[src/rtl/controlador_ascensor.sv]
// controlador_ascensor: per-car scan-style elevator controller for a 4-floor building.
// Optional macro DOOR_REOPEN_EN: a call at the open floor restarts the door timer.
module controlador_ascensor #(
  parameter int unsigned TRAVEL_CYCLES = 50000000,
  parameter int unsigned DOOR_CYCLES   = 100000000,
  parameter int unsigned CNT_W         = 27
) (
  input  logic       clk,
  input  logic       rst_n,
  input  logic [3:0] solicitud,
  output logic [1:0] piso,
  output logic [1:0] direccion,
  output logic       puertas_abiertas,
  output logic [3:0] pendientes
);

  localparam logic [1:0] ST_IDLE   = 2'd0;
  localparam logic [1:0] ST_MOVING = 2'd1;
  localparam logic [1:0] ST_DOOR   = 2'd2;

  localparam logic [1:0] DIR_STOP = 2'b00;
  localparam logic [1:0] DIR_UP   = 2'b01;
  localparam logic [1:0] DIR_DOWN = 2'b10;

  localparam logic [CNT_W-1:0] TRAVEL_LAST = CNT_W'(TRAVEL_CYCLES - 1);
  localparam logic [CNT_W-1:0] DOOR_LAST   = CNT_W'(DOOR_CYCLES - 1);

`ifdef DOOR_REOPEN_EN
  localparam logic REOPEN = 1'b1;
`else
  localparam logic REOPEN = 1'b0;
`endif

  logic [1:0]       state, state_d;
  logic [CNT_W-1:0] timer, timer_d;
  logic             last_up, last_up_d;
  logic [1:0]       piso_d, dir_d;
  logic             door_d;
  logic [3:0]       pend_d;

  logic [3:0] req_eff, here_mask, above_mask, below_mask, next_mask;
  logic [1:0] next_floor;
  logic       req_above, req_below, at_limit, going_up;

  // Floor masks relative to the current car position.
  always_comb begin
    req_eff    = pendientes | solicitud;
    here_mask  = 4'b0001 << piso;
    above_mask = 4'b1110 << piso;
    below_mask = ~(4'b1111 << piso);
    req_above  = |(req_eff & above_mask);
    req_below  = |(req_eff & below_mask);
    going_up   = (direccion == DIR_UP);
    next_floor = going_up ? piso + 2'd1 : piso - 2'd1;
    next_mask  = 4'b0001 << next_floor;
    at_limit   = going_up ? (piso == 2'd3) : (piso == 2'd0);
  end

  // Next-state and registered-output logic.
  always_comb begin
    state_d   = state;
    timer_d   = timer;
    last_up_d = last_up;
    piso_d    = piso;
    dir_d     = direccion;
    door_d    = puertas_abiertas;
    pend_d    = req_eff;
    case (state)
      ST_IDLE: begin
        if (|(req_eff & here_mask)) begin
          state_d = ST_DOOR;
          door_d  = 1'b1;
          timer_d = '0;
          pend_d  = req_eff & ~here_mask;
        end else if (last_up ? req_above : req_below) begin
          state_d = ST_MOVING;
          timer_d = '0;
          dir_d   = last_up ? DIR_UP : DIR_DOWN;
        end else if (last_up ? req_below : req_above) begin
          state_d   = ST_MOVING;
          timer_d   = '0;
          dir_d     = last_up ? DIR_DOWN : DIR_UP;
          last_up_d = ~last_up;
        end
      end
      ST_MOVING: begin
        timer_d = timer + CNT_W'(1);
        if (timer == TRAVEL_LAST) begin
          timer_d = '0;
          if (at_limit) begin
            state_d = ST_IDLE;
            dir_d   = DIR_STOP;
          end else begin
            piso_d = next_floor;
            if (|(req_eff & next_mask)) begin
              state_d = ST_DOOR;
              dir_d   = DIR_STOP;
              door_d  = 1'b1;
              pend_d  = req_eff & ~next_mask;
            end
          end
        end
      end
      ST_DOOR: begin
        pend_d  = req_eff & ~here_mask;
        timer_d = timer + CNT_W'(1);
        if (timer == DOOR_LAST) begin
          state_d = ST_IDLE;
          door_d  = 1'b0;
          timer_d = '0;
        end
        // A held call at the open floor keeps the doors open.
        if (REOPEN && |(solicitud & here_mask)) begin
          state_d = ST_DOOR;
          door_d  = 1'b1;
          timer_d = '0;
        end
      end
      default: begin
        state_d = ST_IDLE;
        timer_d = '0;
        dir_d   = DIR_STOP;
        door_d  = 1'b0;
      end
    endcase
  end

  always_ff @(posedge clk) begin
    if (!rst_n) begin
      state            <= ST_IDLE;
      timer            <= '0;
      last_up          <= 1'b1;
      piso             <= 2'd0;
      direccion        <= DIR_STOP;
      puertas_abiertas <= 1'b0;
      pendientes       <= 4'b0000;
    end else begin
      state            <= state_d;
      timer            <= timer_d;
      last_up          <= last_up_d;
      piso             <= piso_d;
      direccion        <= dir_d;
      puertas_abiertas <= door_d;
      pendientes       <= pend_d;
    end
  end

endmodule

[config.mk]
export PLATFORM = sky130hd
export DESIGN_NAME = controlador_ascensor
export DESIGN_NICKNAME = d
export VERILOG_FILES = /design/src/rtl/controlador_ascensor.sv
export SDC_FILE = /design/constraint.sdc
export NUM_CORES = 1
export LEC_CHECK = 0
export BUFFER_PORTS_ARGS = -buffer_cell sky130_fd_sc_hd__buf_4
export CELL_PAD_IN_SITES_DETAIL_PLACEMENT = 0
export CELL_PAD_IN_SITES_GLOBAL_PLACEMENT = 2
export CORE_ASPECT_RATIO = 1.25
export CORE_UTILIZATION = 36
export DETAILED_ROUTE_END_ITERATION = 8
export PLACE_DENSITY = 0.84
export SYNTH_ARGS = -nofsm -noshare
export SYNTH_HDL_FRONTEND = slang
export SYNTH_SLANG_ARGS = --single-unit
[constraint.sdc]
create_clock -name clk -period 2.3 [get_ports clk]
set_input_delay 0.46 -clock clk [delete_from_list [all_inputs] [get_ports clk]]
set_output_delay 0.46 -clock clk [all_outputs]
set_load 0.01 [all_outputs]
==> run metrics, run 1 <==
vias in the first global route 2430; Static Leak 1.23 nW; Synth area leaders dfxtp_1, nand2_1, ha_1, nand3_1, nor2_1; initial antenna violation count 0; # fillers 704; final hold violations 0; Place WS -0.0154 ns; largest area contributor in the netlist dfxtp_1; post-route insts no fill 450; RSZ-0062 raised after global routing false; post-synthesis sequential area ratio 30.9%; status complete, no violations; Tmin final 2.21 ns; top_reg_cell synth dfxtp_1; Post-synth ARST share 0%; Synth Area in Simple Gates 27.4%; # setup viols final 0; Layout Skew 0.0117 ns; YS warnings 0; Slowest cell on crit path o41ai_4; hold path start rst_n; area delta synth->final 21.6%; main combinational cell family by area after synthesis compound AO/OA/AOI/OAI gates; share of cells above drive strength 1 20.9%; dpl cells 440; Post-Route M1 WL 3150 um; mux contribution to synthesized area 2.47%; worst-path fanout max 11; Max H-tree Level 2; hold crit path type in -> reg; critical path, cell by cell ha_1, and3_1, nand3_2, o41ai_4, a211oi_2, buf_4, and2_2, a22o_1; Max clock buf depth 2; adder-cell share of the synthesized area 4.45%; CTS tree built; max-slew violation count 0; Worst Tran Pin Value 0.606 ns; Reg clk slew, reported paths 0.08 ns; number of max-cap violations 0; WP data required 2.49 ns; total clock sinks 39; CP Class reg -> reg; Layout Nets 377; FF-to-FF setup slack 0.09 ns; complex-gate fraction of the synthesized area 28.7%; setup slack after layout 0.0908 ns; GRT Resource Usage Total 21.1%; Port Buffers 14; num ports 15; DR WL met3 221 um; antenna cell count 0; overflow left after global routing 0; gp weighted congestion 0.837; Max Fclk 453 MHz; vias 2596; Rows 33; Synth top area share 30.9%; Mapped Cells 318; Buf/Inv on CP 1; CP top delay family compound AO/OA/AOI/OAI gates; Crit. End Element register; fin crit share 96.1%; first-pass GRT wire length 12100 um; DPL Wire Length 5550 um; Die Span Y 95.7 um; Synth Net Count 333; flop and latch count out of synthesis 39; clk root buf clkbuf_8; Reg2Reg Capture Point timer[3]; largest stage delay on the critical path 0.36 ns; Yosys cell types 55; Post-Route WL 7480 um; headroom to the max-slew limit 59.6%; peak supply drop 0.271 mV; Num CTS Buffers 5; clock latency on the worst-skew pair 0.30 ns; Hold Path Sink last_up; WHS Path Cells 2; R2R Path Start timer[1]; Vias/cell 5.77; Netlist Area Pre-Place 2530 um^2; Die Wd 77.0 um; Post-Syn Area per Cell 7.96 um^2; largest net degree at the start of global routing 22; Initial Util 37.8%; routed len/inst 16.6 um; worst reg-to-reg path cell count 8; Worst setup SP type register; core area 6690 um^2; die area 7370 um^2; drt pass-1 iters 4; DRT iter0 DRCs 85; area share of xor/xnor cells in the synthesized design 0.692%; PwrDens 677 nW/um^2; DR WL met2 3920 um; EDFF count, synth 0; remaining antenna violation count 0; Worst EP arrival 2.40 ns; Highest Signal Layer met4; drc violations 0
==> report_power, final <==
group	internal, mW	leakage, nW	switching, mW
logic	0.350	0.875	0.472
clock network	0.213	0.0422	0.258
registers	0.730	0.316	0.0573
==> worst max path at each step <==
stage / from / cells after the start / endpoint
2_1_floorplan: timer[0] / 8 / timer[16]
3_3_place_gp: timer[0] / 8 / timer[2]
3_5_place_dp: timer[0] / 8 / timer[2]
4_1_cts: timer[1] / 8 / timer[3]
5_1_grt: timer[21] / 7 / timer[3]
6_report: timer[1] / 8 / timer[3]
==> final cells by class <==
type | count | area (um^2) | area share (%)
multi-input combinational | 250 | 1630 | 53.1
sequential | 39 | 781 | 25.4
timing repair buffer | 53 | 423 | 13.8
tap | 87 | 109 | 3.54
clock buffer | 7 | 76.3 | 2.48
inverter | 13 | 48.8 | 1.59
clock inverter | 1 | 5.00 | 0.163
==> sequential cells by signal, summed over array words and instances, names as in the netlist <==
register,cells
timer,27
pendientes,4
direccion,2
piso,2
state,2
last_up,1
puertas_abiertas,1
==> per-stage QoR <==
step / utilization (%) / cell area [um^2] / TNS [ns] / hold WS, ns / power (mW)
floorplan: - / 2530 / 0 / 0.473 / 1.32
global placement: 44.1 / 2950 / 0 / 0.480 / 1.60
detailed placement: 44.1 / 2950 / -0.0402 / 0.488 / 1.61
CTS: 45.3 / 3030 / 0 / 0.387 / 2.07
global route: 46.0 / 3080 / 0 / 0.405 / 2.21
finish: 46.0 / 3080 / 0 / 0.384 / 2.08
==> per-layer routing <==
layer	vias up	GRT usage (%)
met5	-	0
met4	0	8.02
met3	17	2.46
met2	51	40.8
met1	1235	23.6
li1	1293	-
==> worst reg2reg max path: stages, from the launching register on <==
cell and delay, ns:
dfxtp_1 0.35, ha_1 0.17, and3_1 0.26, nand3_2 0.15, o41ai_4 0.36, a211oi_2 0.14, buf_4 0.18, and2_2 0.26
a22o_1 0.23
==> cells by family (layout without fill, tap and decap cells) <==
group,count (synthesis),count (layout)
fa+ha+maj,9,9
simple gates,138,138
mux,5,5
flops,39,39
buf+inv,29,74
xor+xnor,2,2
compound gates,96,96
==> cells in the final DEF (no fill, tap or decap), types with 6 or more instances in the layout <==
cell	netlist	routed
buf_4	0	51
dfxtp_1	39	39
nand2_1	34	34
nor2_1	28	28
nand3_1	22	21
a21oi_1	18	18
inv_1	12	12
nand4_1	11	11
a21o_1	11	11
a22o_1	10	10
a31oi_1	9	9
ha_1	9	9
o21ai_0	8	8
and2_1	7	6
or2_2	6	6
nor3_1	6	6
a211oi_1	6	6
==> synth_stat cells, drive strengths merged (3+ instances only) <==
master  count
or2         6
nand4      11
clkbuf      4
a211oi      7
a21o       11
o21ai       8
inv        13
nor3        6
and2        7
nand3      22
a21oi      18
mux2i       4
o31ai       4
a31oi       9
o41ai       3
nand2      34
a22o       10
buf        12
ha          9
dfxtp      39
o211ai      3
o2111a      3
o311ai      5
nor4        6
nor2       29
==> repair_timing <==
item                                    4_1_cts  5_1_grt
hold buffers                                  0        0
resized for setup                             1        7
endpoints found under the setup margin       11       20
endpoints found under the hold margin         0        0
buffers inserted                              0        2
pin swaps                                     0        1
Note: power is estimated with default switching activity, not from simulation.
==> run 2, diff against run 1 <==
Settings changed: CORE_UTILIZATION 36 to 33, GPL_TIMING_DRIVEN from default to 0, PLACE_DENSITY 0.84 to 0.82.
Clock period 2.3 ns to 2 ns, I/O delays scaled along.
==> run metrics, run 2 (synthesis gave the netlist of run 1 again) <==
Min Hold Slack 0.427 ns (+0.0429 ns); Die Wd 80.3 um (+4.3%); Place WS -0.337 ns (-0.321 ns); largest registers timer: 27 flops, pendientes: 4 flops; clk root buf clkbuf_8; Hold Path Sink last_up; RSZ-0062 raised after global routing true; largest stage delay on the critical path 0.37 ns (about the same); Pint 1.70 mW (+31%); Num CTS Buffers 5 (unchanged); Vias/cell 5.72 (-0.84%); Sequential cell area 826 um^2 (+5.8%); Clock power frac 22.2% (-0.5 points); Rows 35 (+6.1%); Reg clk slew, reported paths 0.08 ns (about the same); worst reg-to-reg path cell count 8 (unchanged); Most flops, register timer; area delta synth->final 37.1%; WP data required 2.19 ns (-0.30 ns); clock latency on the worst-skew pair 0.29 ns (about the same); initial antenna violation count 0 (unchanged); FF-to-FF setup slack -0.07 ns (-0.17 ns); Port Buffers 13 (-1); CP dominant cell by count buf_4; WHS Path Cells 2 (unchanged); Max Fclk 482 MHz (+6.5%); Max H-tree Level 2 (unchanged); peak supply drop 0.422 mV (+55%); total clock sinks 39 (unchanged); fin crit share 104% (+7.7 points); headroom to the max-slew limit 62.9% (+3.3 points); core area 7400 um^2 (+11%); Worst EP arrival 2.26 ns (-0.14 ns); Layout Skew 0.00414 ns (-0.00753 ns); met3 usage 2.18% (-0.28 points); grt met2 use 40.2% (-0.68 points); Reg power frac 34.5% (-3.3 points); overflow left after global routing 0 (unchanged); Post-DP Area 2740 um^2 (-6.9%); grt met1 use 22.9% (-0.62 points); Most Used Layer, Global Route met2; R2R Path Start timer[11]; most common cell after layout, fill and taps aside buf_4; final design instance area without fill 3470 um^2 (+13%); Comb power frac 43.3% (+3.8 points); failing checks setup timing; GRT Resource Usage Total 20.5% (-0.60 points); Multi-input gate area 1920 um^2 (+17%); # fillers 748 (+6.3%); Tmin final 2.07 ns (-0.134 ns); remaining antenna violation count 0 (unchanged); Worst setup SP type register; antenna cell count 0 (unchanged); hold path start rst_n; Final Util 46.9% (+0.90 points); setup slack after layout -0.0748 ns (-0.166 ns); max-slew violation count 0 (unchanged); switching power 1.00 mW (+27%); # setup viols final 21 (+21); Buf/Inv on CP 2 (+1); num ports 15 (unchanged); die area 8020 um^2 (+8.9%); largest net degree at the start of global routing 12 (-45%); hold crit path type in -> reg; number of max-cap violations 0 (unchanged); max reg flops 27 (unchanged); vias in the first global route 2600 (+7.0%); DPL Wire Length 5350 um (-3.7%); Max clock buf depth 2 (unchanged); Reg2Reg Capture Point timer[13]; Worst Tran Pin Value 0.556 ns (-0.0502 ns); TNS Setup -0.773 ns (-0.773 ns); Post-Route WL 7820 um (+4.5%); CP top delay family compound AO/OA/AOI/OAI gates; Static Leak 1.32 nW (+7.3%); hold-fix buffer count after cts 0 (unchanged); Crit. End Element register; drt pass-1 iters 4 (unchanged); gp weighted congestion 0.873 (+4.4%); Layout Nets 380 (+0.80%); Slowest cell on crit path dfxtp_4; Die Span Y 99.9 um (+4.4%); final hold violations 0 (unchanged); most frequent cells in the layout buf_4, nand2_1, nor2_1; routed len/inst 17.1 um (+2.7%); DRT iter0 DRCs 80 (-5.9%); share of cells above drive strength 1 38.8% (+18 points); CP Class reg -> reg; Initial Util 34.2% (-3.6 points); status complete, but fails checks; CTS tree built; PwrDens 778 nW/um^2 (+15%); worst-path fanout max 5 (-6); vias 2620 (+0.92%); Net Sw Frac 37.1% (-0.77 points); critical path, cell by cell nor4_4, nand2b_4, o41ai_4, buf_4, a211oi_4, buf_4, a21o_1, a22o_1; first-pass GRT wire length 12800 um (+5.7%); drc violations 0 (unchanged)
[run 2: worst max path at each step]
stage | startpoint | end | slack [ns] | depth (start not counted)
6_report | timer[11] | timer[13] | -0.07 | 8
3_5_place_dp | timer[0] | timer[26] | -0.34 | 8
5_1_grt | timer[4] | timer[25] | -0.17 | 6
4_1_cts | timer[0] | timer[26] | -0.07 | 9
3_3_place_gp | solicitud[2] | timer[2] | -0.41 | 7
2_1_floorplan | timer[0] | timer[16] | 0.04 | 8
[run 2: metrics by stage]
step | std cells | power (mW)
2_1_floorplan | 318 | 1.52
3_5_place_dp | 423 | 1.79
5_1_grt | 458 | 2.87
6_report | 458 | 2.70
3_3_place_gp | 423 | 1.79
4_1_cts | 449 | 2.60
[run 2: per-layer routing]
metal,vias to the layer above,routed length (um)
li1,1290,-
met1,1291,3250
met2,31,4310
met3,8,171
met4,0,93
met5,-,0
[run 2: power groups by stage]
stage	clock (mW)	combinational, mW	sequential [mW]
2_1_floorplan	0	0.586	0.932
3_3_place_gp	0	0.856	0.930
3_5_place_dp	0	0.856	0.930
4_1_cts	0.624	1.05	0.925
5_1_grt	0.650	1.28	0.941
6_report	0.599	1.17	0.930
[run 2: repair_timing]
action                                  4_1_cts  5_1_grt
endpoints found under the setup margin       38       37
hold endpoints to repair                      0        0
pin swaps                                    14       17
setup buffers                                17       10
gates resized for setup                      66       54
cloned                                        3        0
[run 2: cell type report]
cell class              count  area share (%)
multi-input cells         250            55.3
flip-flops and latches     39            23.8
repair buffers             43            9.77
well taps                  92            3.32
plain buffers              13            3.28
clock buffers               8            2.88
inverters                  13            1.66
[run 2: worst register-to-register path, stage by stage (launching register included)]
cell and delay, ns:
dfxtp_4 0.37, nor4_4 0.32, nand2b_4 0.10, o41ai_4 0.34
buf_4 0.19, a211oi_4 0.09, buf_4 0.19, a21o_1 0.16
a22o_1 0.22
==> run 3, diff against run 2 <==
--- a/config.mk
+++ b/config.mk
@@ -15,2 +15,4 @@
 export PLACE_DENSITY = 0.82
+export RECOVER_POWER = 100
+export SKIP_LAST_GASP = 1
 export SYNTH_ARGS = -nofsm -noshare
==> constraint.sdc (replaced) <==
create_clock -name clk -period 2 [get_ports clk]
set_input_delay 0.1 -clock clk [delete_from_list [all_inputs] [get_ports clk]]
set_output_delay 0.1 -clock clk [all_outputs]
set_load 0.01 [all_outputs]
==> run metrics, run 3 (synthesis gave the netlist of run 1 again) <==
DRT iter0 DRCs 129 (+61%); Layout Skew 0.00602 ns (+0.00188 ns); Clock power frac 22.6% (+0.4 points); die area 8020 um^2 (unchanged); Most Used Layer, Global Route met2; worst-path fanout max 5 (unchanged); PwrDens 781 nW/um^2 (+0.38%); CTS tree built; max-slew violation count 0 (unchanged); vias in the first global route 2600 (unchanged); Final Util 46.2% (-0.73 points); Post-DP Area 2740 um^2 (unchanged); num ports 15 (unchanged); Layout Nets 379 (-0.26%); remaining antenna violation count 0 (unchanged); Static Leak 1.28 nW (-3.3%); largest net degree at the start of global routing 12 (unchanged); final design instance area without fill 3420 um^2 (-1.6%); Post-Route WL 7910 um (+1.2%); vias 2627 (+0.27%); Pint 1.67 mW (-1.6%); grt met1 use 22.9% (unchanged); failing checks setup timing; dpl cells 423 (unchanged); Worst setup SP type register; routed len/inst 17.3 um (+1.4%); Die Span Y 99.9 um (unchanged); most frequent cells in the layout buf_4, nand2_1, nor2_1; Vias/cell 5.75 (+0.49%); switching power 0.996 mW (-0.41%); Max H-tree Level 2 (unchanged); headroom to the max-slew limit 59.9% (-3.0 points); Net Sw Frac 37.4% (+0.29 points); TNS Setup -0.755 ns (+0.0182 ns); Place WS -0.337 ns (unchanged); Most flops, register timer; area delta synth->final 35.0%; Initial Util 34.2% (unchanged); post-route insts no fill 457 (-0.22%); GRT Resource Usage Total 20.5% (unchanged); Comb power frac 42.3% (-1.0 points); DPL Wire Length 5350 um (unchanged); gp weighted congestion 0.873 (unchanged); Tmin final 2.11 ns (+0.0318 ns); total clock sinks 39 (unchanged); core area 7400 um^2 (unchanged); Crit. End Element register; clock latency on the worst-skew pair 0.29 ns (about the same); Reg power frac 35.1% (+0.6 points); hold-fix buffer count after cts 0 (unchanged); largest registers timer: 27 flops, pendientes: 4 flops; Reg clk slew, reported paths 0.08 ns (about the same); # setup viols final 23 (+9.5%); fin crit share 105% (+1.6 points); Max Fclk 475 MHz (-1.5%); # fillers 754 (+0.80%); Max clock buf depth 2 (unchanged); hold crit path type in -> reg; initial antenna violation count 0 (unchanged); RSZ-0062 raised after global routing true; WP data required 2.20 ns (about the same); antenna cell count 0 (unchanged); status complete, but fails checks; drt pass-1 iters 4 (unchanged); Port Buffers 13 (unchanged); number of max-cap violations 0 (unchanged); peak supply drop 0.419 mV (-0.72%); clk root buf clkbuf_8; max reg flops 27 (unchanged); Rows 35 (unchanged); most common cell after layout, fill and taps aside buf_4; CP Class reg -> reg; Worst Tran Pin Value 0.601 ns (+0.0449 ns); share of cells above drive strength 1 37.3% (-1.5 points); setup slack after layout -0.107 ns (-0.0318 ns); post-route total power 2.67 mW (-1.2%); first-pass GRT wire length 12800 um (unchanged); Min Hold Slack 0.124 ns (-0.304 ns); Die Wd 80.3 um (unchanged); grt met2 use 40.2% (unchanged); Worst EP arrival 2.31 ns (+0.05 ns); overflow left after global routing 0 (unchanged); Num CTS Buffers 5 (unchanged); final hold violations 0 (unchanged); drc violations 0 (unchanged); met3 usage 2.18% (unchanged)
run 3: changes by cell type in the layout (fill, tap and decap cells not counted), sizes merged:
cell / delta
buf: -3
clkbuf: +2
run 3: per-layer routing:
metal	share of wire, %	up-vias
li1	-	1292
met1	42	1301
met2	55	25
met3	1.6	9
met4	1.2	0
met5	0	-
run 3: worst max-delay path, cell delays in order (launching register included):
cell      delay [ns]
dfxtp_4         0.37
ha_4            0.17
and3_4          0.20
nand3_4         0.09
o41ai_4         0.07
buf_4           0.17
a211oi_4        0.35
nand2_2         0.15
buf_6           0.16
o41ai_2         0.29
run 3: final cells by class:
cell class                      instances  area, um^2  area share [%]
Multi-Input combinational cell        250        1890            55.4
Inverter                               13        55.1            1.61
Tap cell                               92         115            3.37
Sequential cell                        39         821            24.0
Buffer                                 13         114            3.33
Clock buffer                            8         100            2.93
Timing Repair Buffer                   42         318            9.30
run 3: final timing paths:
check,to,slack [ns],startpoint,cells past startpoint
setup / recovery,timer[26],-0.11,timer[1],9
setup reg to reg,timer[26],-0.11,timer[1],9
hold / removal,last_up,0.12,rst_n,2
hold reg to reg,timer[11],0.50,timer[11],1
run 3: power by group through the flow:
stage	sequential (mW)	combinational, mW	clock (mW)
6_report	0.935	1.13	0.604
5_1_grt	0.946	1.24	0.651
4_1_cts	0.924	1.05	0.624
3_5_place_dp	0.930	0.856	0
3_3_place_gp	0.930	0.856	0
2_1_floorplan	0.932	0.586	0
run 3: timing repair:
action,in CTS,in global routing
gates resized for setup,65,52
buffers inserted,17,10
pin swaps,14,14
endpoints found under the setup margin,38,38
gates cloned,3,0
